<file path="config.mk">
export PLATFORM = sky130hd
export DESIGN_NAME = instr_sequencer
export DESIGN_NICKNAME = d
export VERILOG_FILES = /design/src/rtl/instr_sequencer_pkg.sv /design/src/rtl/instr_sequencer_mem_wait_timer.sv /design/src/rtl/instr_sequencer.sv
export SDC_FILE = /design/constraint.sdc
export NUM_CORES = 1
export LEC_CHECK = 0
export BUFFER_PORTS_ARGS = -buffer_cell sky130_fd_sc_hd__buf_2
export CAP_MARGIN = 5
export CORE_UTILIZATION = 44
export DETAILED_ROUTE_END_ITERATION = 8
export PLACE_DENSITY_LB_ADDON = 0.2
export SETUP_SLACK_MARGIN = 0.15
export SLEW_MARGIN = 20
export SYNTH_ARGS = -nofsm -noshare
export SYNTH_HDL_FRONTEND = slang
export SYNTH_SLANG_ARGS = --single-unit
</file>
<file path="constraint.sdc">
create_clock -name clk -period 2.1 [get_ports clk]
set_input_delay 0.315 -clock clk [delete_from_list [all_inputs] [get_ports clk]]
set_output_delay 0.315 -clock clk [all_outputs]
set_load 0.005 [all_outputs]
</file>
<file path="src/rtl/instr_sequencer_pkg.sv">
// Shared types and constants for the multi-cycle instruction sequencer.
package instr_sequencer_pkg;

    typedef enum logic [2:0] {
        S_IDLE,
        S_FETCH,
        S_DECODE,
        S_EXEC,
        S_MEM,
        S_WB,
        S_HALT,
        S_ERROR
    } seq_state_t;

    typedef logic [1:0] pc_sel_t;

    localparam pc_sel_t PC_PLUS4  = 2'd0;
    localparam pc_sel_t PC_BRANCH = 2'd1;
    localparam pc_sel_t PC_JUMP   = 2'd2;

    // Next-PC source at writeback; a jump overrides any branch outcome.
    function automatic pc_sel_t wb_pc_sel(input logic is_jump, input logic is_branch,
                                          input logic taken);
        if (is_jump) begin
            return PC_JUMP;
        end else if (is_branch && taken) begin
            return PC_BRANCH;
        end
        return PC_PLUS4;
    endfunction

endpackage

</file>
<file path="src/rtl/instr_sequencer_mem_wait_timer.sv">
// Counts consecutive ready-low cycles of a memory wait state; term flags the last
// cycle that may still be waited before the access is declared failed.
module instr_sequencer_mem_wait_timer #(
    parameter int unsigned MEM_TIMEOUT = 16
) (
    input  logic clk,
    input  logic rst,
    input  logic clr,
    input  logic en,
    output logic term
);

    localparam int unsigned W = (MEM_TIMEOUT > 1) ? $clog2(MEM_TIMEOUT) : 1;

    logic [W-1:0] cnt_q;

    // Wait counter: clear has priority over count.
    always_ff @(posedge clk or posedge rst) begin
        if (rst) begin
            cnt_q <= '0;
        end else if (clr) begin
            cnt_q <= '0;
        end else if (en) begin
            cnt_q <= cnt_q + 1'b1;
        end
    end

    assign term = (cnt_q == W'(MEM_TIMEOUT - 1));

endmodule

</file>
<file path="src/rtl/instr_sequencer.sv">
// Multi-cycle sequencer for the single-issue datapath: fetch, decode, execute,
// optional memory access, writeback, with halt and memory-stall timeout handling.
module instr_sequencer
    import instr_sequencer_pkg::*;
#(
    parameter int unsigned MEM_TIMEOUT = 16,
    parameter int unsigned CNT_W       = 32
) (
    input  logic             clk,
    input  logic             rst,
    input  logic             reg_write,
    input  logic             mem_read,
    input  logic             mem_write,
    input  logic             is_jump,
    input  logic             is_branch,
    input  logic             branch_taken,
    input  logic             halt_req,
    input  logic             imem_ready,
    input  logic             dmem_ready,
    output logic             imem_req,
    output logic             ir_load,
    output logic             dmem_req,
    output logic             dmem_we,
    output logic             rf_we,
    output logic             pc_en,
    output logic [1:0]       pc_sel,
    output logic             halted,
    output logic             err,
    output logic [CNT_W-1:0] retired
);

    seq_state_t       state_q, state_d;
    logic [CNT_W-1:0] retired_q;
    logic             tmr_clr, tmr_en, tmr_term;

    // Any state change restarts the wait count, so each FETCH/MEM visit starts at zero.
    assign tmr_clr = (state_d != state_q);
    assign tmr_en  = ((state_q == S_FETCH) && !imem_ready) ||
                     ((state_q == S_MEM) && !dmem_ready);

    instr_sequencer_mem_wait_timer #(
        .MEM_TIMEOUT(MEM_TIMEOUT)
    ) u_mem_wait_timer (
        .clk (clk),
        .rst (rst),
        .clr (tmr_clr),
        .en  (tmr_en),
        .term(tmr_term)
    );

    // State register.
    always_ff @(posedge clk or posedge rst) begin
        if (rst) begin
            state_q <= S_IDLE;
        end else begin
            state_q <= state_d;
        end
    end

    // Next-state decode; ready is checked before the timeout so a late ack still completes.
    always_comb begin
        state_d = state_q;
        unique case (state_q)
            S_IDLE:   state_d = S_FETCH;
            S_FETCH: begin
                if (imem_ready) begin
                    state_d = S_DECODE;
                end else if (tmr_term) begin
                    state_d = S_ERROR;
                end
            end
            S_DECODE: state_d = S_EXEC;
            S_EXEC:   state_d = (mem_read || mem_write) ? S_MEM : S_WB;
            S_MEM: begin
                if (dmem_ready) begin
                    if (mem_write) begin
                        state_d = halt_req ? S_HALT : S_FETCH;
                    end else begin
                        state_d = S_WB;
                    end
                end else if (tmr_term) begin
                    state_d = S_ERROR;
                end
            end
            S_WB:     state_d = halt_req ? S_HALT : S_FETCH;
            S_HALT: begin
                if (!halt_req) begin
                    state_d = S_FETCH;
                end
            end
            S_ERROR:  state_d = S_ERROR;
            default:  state_d = S_IDLE;
        endcase
    end

    // Output decode from current state plus same-cycle handshake inputs.
    always_comb begin
        imem_req = 1'b0;
        ir_load  = 1'b0;
        dmem_req = 1'b0;
        dmem_we  = 1'b0;
        rf_we    = 1'b0;
        pc_en    = 1'b0;
        pc_sel   = PC_PLUS4;
        halted   = 1'b0;
        err      = 1'b0;
        unique case (state_q)
            S_FETCH: begin
                imem_req = 1'b1;
                ir_load  = imem_ready;
            end
            S_MEM: begin
                dmem_req = 1'b1;
                dmem_we  = mem_write;
                // A store retires on its data ack; there is no writeback step.
                pc_en    = dmem_ready && mem_write;
            end
            S_WB: begin
                rf_we  = reg_write;
                pc_en  = 1'b1;
                pc_sel = wb_pc_sel(is_jump, is_branch, branch_taken);
            end
            S_HALT:  halted = 1'b1;
            S_ERROR: err    = 1'b1;
            default: ;
        endcase
    end

    // Retired-instruction counter, wraps silently.
    always_ff @(posedge clk or posedge rst) begin
        if (rst) begin
            retired_q <= '0;
        end else if (pc_en) begin
            retired_q <= retired_q + 1'b1;
        end
    end

    assign retired = retired_q;

endmodule

</file>
# == After elaboration in Yosys (flattened, before gate mapping) ==
# Cells that the tools add are included.
# totals
regBits,39
inputBits,11
output_inout_bits,42
elab_cells,49
# op_classes
n_addsub,2
eq_ne,9
n_mux,25
n_reduce_logical,10
# op_table
operator,n
$add 32x1->32 const B,1
$pmux 3 s8,1
$mux 3,6
$eq 3x3->1 const B,4
$mux 1,11
$mux 2,4
$mux 4,2
$eq 3x2->1 const B,2
$add 4x1->4 const B,1
$eq 4x4->1 const B,1
$logic_and 1x1->1,4
$eq 3x1->1 const B,1
$logic_not 3->1,1
$ne 3x3->1,1
$logic_not 1->1,2
$logic_or 1x1->1,2
$pmux 1 s2,1
$reduce_bool 2->1,1

# == Logic depth before layout (Yosys ltp) ==
# logic_depth
word_depth,6
mapped_depth,7
depth_no_buf,6

# == Cells and area by module ==
# A second synthesis with hierarchy kept.
# hier_totals
hier_cells,206
area_unflattened_um2,2052.0
# by_module_without_submodules
mod,n_inst,cells_each,area_each_um2
instr_sequencer,1,188,1849.3
instr_sequencer_mem_wait_timer,1,18,202.7

# == Worst setup path after synthesis ==
# No wires, ideal clock.
# synth_path
path_kind,reg-to-reg
from,register retired_q[2] (netlist: retired[2])
to,register retired_q[29] (netlist: retired[29])
arrival_ns,1.538
setup_slack_ns,0.439
path_stages_with_launch,6
synth_period_minus_slack_ns,1.661
cell_sequence,dfrtp_1 > nand4_2 > or3_4 > nor3_4 > nand3_1 > xnor2_1
# synth_via
elab_chain_cells,1
# synth_rtl
item,line,source
from (decl),instr_sequencer.sv:33,logic [CNT_W-1:0] retired_q;
from (signal assigned),instr_sequencer.sv:134,retired_q <= retired_q + 1'b1;
$add 32x1->32,instr_sequencer.sv:134,
# Every way passes these cells.
# A chain may end at the register's enable or synchronous reset.

# == Worst setup path after layout ==
# Ends and elaborated chain as after synthesis.

==> flow_metrics.py <==
metrics = {
    "sta": {
        "rsz0062_at_grt": "false",
        "fin_crit_ns": 1.83,
        "fin_crit_sh": 0.870,
        "tightest_slew_ns": 0.489,
        "setup_violations": 0,
        "slew_viol_final": 0,
        "hold_violations": 0,
        "skew_ns": 0.00955,
        "slew_headroom": 0.674,
        "max_freq_mhz": 547,
        "fin_setup_tns_ns": 0,
    },
    "logic_synthesis": {
        "synthTopCellsByCount": "39 x dfrtp_1, 27 x xnor2_1, 22 x nand2_1",
        "syn_nets": 216,
        "yosysMostFrequentCell": "dfrtp_1",
        "yosysTopAreaCellShare": 0.474,
        "synth_seq_cells": 39,
        "synth_edf_count": 0,
        "synth_warnings": 0,
        "postSynthCellCount": 203,
        "synthArstFlopShare": 1.00,
        "synthFlopType": "dfrtp_1",
        "yosys-top-cells-area": "dfrtp_1 47%, xnor2_1 11%, nand2_1 4.0%",
        "syn-cell-area_sq_um": 2060,
        "syn_avg_cell_area_sq_um": 10.1,
        "ys_seq_area_frac": 0.474,
        "synth_cell_type_count": 42,
        "yosysTopAreaCell": "dfrtp_1",
    },
    "final_layout": {
        "nets": 275,
        "fillCellCount": 399,
        "post-route-util": 0.574,
        "syn_to_final_growth_pct": 23.1,
        "diodes": 0,
        "drive_gt1_frac": 0.297,
        "stdcell_area_sq_um": 2530,
    },
    "critical_path": {
        "arrival_ns": 2.00,
        "cp.required_ns": 2.28,
        "end_kind": "flip-flop",
        "path_max_fanout": 6,
        "reg2reg_from": "retired[2]$_DFFE_PP0P_",
        "ff2ff_path_depth": 5,
        "start_kind": "flip-flop",
        "crit_type": "reg -> reg",
        "critPathLaunch": "retired[2]$_DFFE_PP0P_",
    },
    "clocking": {
        "numCtsBuffers": 5,
        "clk_latency_ns": 0.29,
        "clock-sinks": 39,
        "cts_root_buf": "clkbuf_8",
        "cts_tree": "yes",
        "path_clk_slew_ns": 0.08,
        "cts_buffer_depth": 2,
        "h-tree-depth": 2,
    },
    "placement": {
        "place_hpwl_um": 3070,
        "portBuffers": 52,
        "place.gp.congestion": 0.793,
        "placed_cell_area_sq_um": 2380,
    },
    "global_routing": {
        "antenna_found_initial": 0,
        "grt_usage": 0.184,
        "first_global_vias": 1543,
        "overflow": 0,
        "grt_pass1_wl_um": 7210,
        "grt_start_max_net_pins": 40,
    },
    "power_and_ir_drop": {
        "swShare": 0.329,
        "p_leak_uw": 0.00129,
        "pwr-share-comb": 0.328,
        "p_clk_frac": 0.288,
        "power.density_nw_per_um2": 1000,
        "p_seq_frac": 0.384,
        "power_switching_uw": 836,
        "vdd.ir_drop.worst_mv": 0.552,
        "p_int_uw": 1710,
    },
    "run_status": {
        "status": "complete, no violations",
    },
    "detailed_routing": {
        "drc_errors": 0,
        "ant_nets": 0,
        "dr.pass1.iters": 4,
        "via_per_inst": 5.16,
        "finalWirelength_um": 4320,
        "vias": 1625,
        "drt_iter0_markers": 103,
        "detail_route.wl_per_cell_um": 13.7,
    },
    "floorplan": {
        "coreArea_sq_um": 4410,
        "ioPinCount": 53,
        "start_util": 0.466,
        "die-area_sq_um": 4960,
        "num_rows": 24,
        "die_h_um": 70.4,
        "die_x_um": 70.4,
    },
    "run": {
        "maxCapViolCount": 0,
    },
    "worst_hold_path": {
        "worstHoldPathType": "in -> async",
    },
}
## registers in the layout, summed over array words and instances (netlist names)
name,cells
retired,32
state_q,3
u_mem_wait_timer.cnt_q,4
## layout make-up
type | instances | area [sq um] | area share
inverter | 5 | 18.8 | 0.00741
sequential | 39 | 978 | 0.386
timing repair buffer | 57 | 298 | 0.118
multi-input combinational | 154 | 1040 | 0.411
clock inverter | 2 | 60.1 | 0.0237
tap | 52 | 65.1 | 0.0257
clock buffer | 6 | 72.6 | 0.0286
## layout by cell type (no fill, tap or decap), types with 7 or more instances in the layout
cell | Yosys | layout
nand4_1 | 8 | 8
nand2_1 | 22 | 22
nand3_1 | 12 | 12
and2_1 | 7 | 7
dfrtp_1 | 39 | 37
nor2_1 | 13 | 13
xor2_1 | 7 | 7
buf_2 | 1 | 52
and3_1 | 7 | 7
xnor2_1 | 27 | 27
## cell families (layout without fill, tap and decap cells)
kind of cell | count (synthesis) | after routing | share of synthesized area
xor+xnor | 34 | 34 | 0.145
mux | 1 | 1 | 0.00486
compound gates | 23 | 23 | 0.0760
flops | 39 | 39 | 0.474
fa+ha+maj | 2 | 2 | 0.0122
simple gates | 94 | 94 | 0.264
buf+inv | 10 | 70 | 0.0243
## metal layers
layer	global-route usage	vias up	wire, um
met4	0.0600	0	48
met5	0	-	0
li1	-	825	-
met2	0.290	34	2020
met3	0.0418	4	144
met1	0.250	762	2110
## worst max-delay path, stage by stage (launching register included)
cell and delay, ns:
dfrtp_1 0.46, nand4_2 0.19, or3_4 0.48, nor3_4 0.30, nand3_1 0.14, xnor2_1 0.14
## final timing paths
kind,endpoint,slack (ns)
setup reg to reg,retired[29]$_DFFE_PP0P_,0.27
setup / recovery,retired[29]$_DFFE_PP0P_,0.27
hold / removal,retired[22]$_DFFE_PP0P_,0.14
max in group asynchronous,state_q[2]$_DFF_PP0_,1.59
min in group clk,retired[31]$_DFFE_PP0P_,0.47
hold reg to reg,retired[31]$_DFFE_PP0P_,0.47
## what timing repair did
action                                  4_1_cts  5_1_grt
endpoints found under the setup margin        4       16
buffers inserted                              1        0
resized for setup                             1        3
pin swaps                                     0        0
hold buffers                                  0        0
## stage by stage
| step | hold WS [ns] | setup WS (ns) | instances | total power (uW) |
|---|---|---|---|---|
| after floorplan | 0.468 | 0.439 | 203 | 1540 |
| after global placement | 0.459 | 0.246 | 306 | 1770 |
| after detailed placement | 0.460 | 0.185 | 306 | 1780 |
| after CTS | 0.144 | 0.212 | 315 | 2540 |
| after global routing | 0.181 | 0.171 | 315 | 2710 |
| final | 0.135 | 0.272 | 315 | 2540 |
## power by group through the flow
stage / sequential [uW] / clock, uW / combinational (uW)
6_report: 978 / 733 / 833
5_1_grt: 997 / 781 / 928
4_1_cts: 967 / 748 / 827
3_5_place_dp: 1010 / 0 / 774
3_3_place_gp: 1010 / 0 / 766
2_1_floorplan: 949 / 0 / 587
Power figures use the tool's default switching activity.
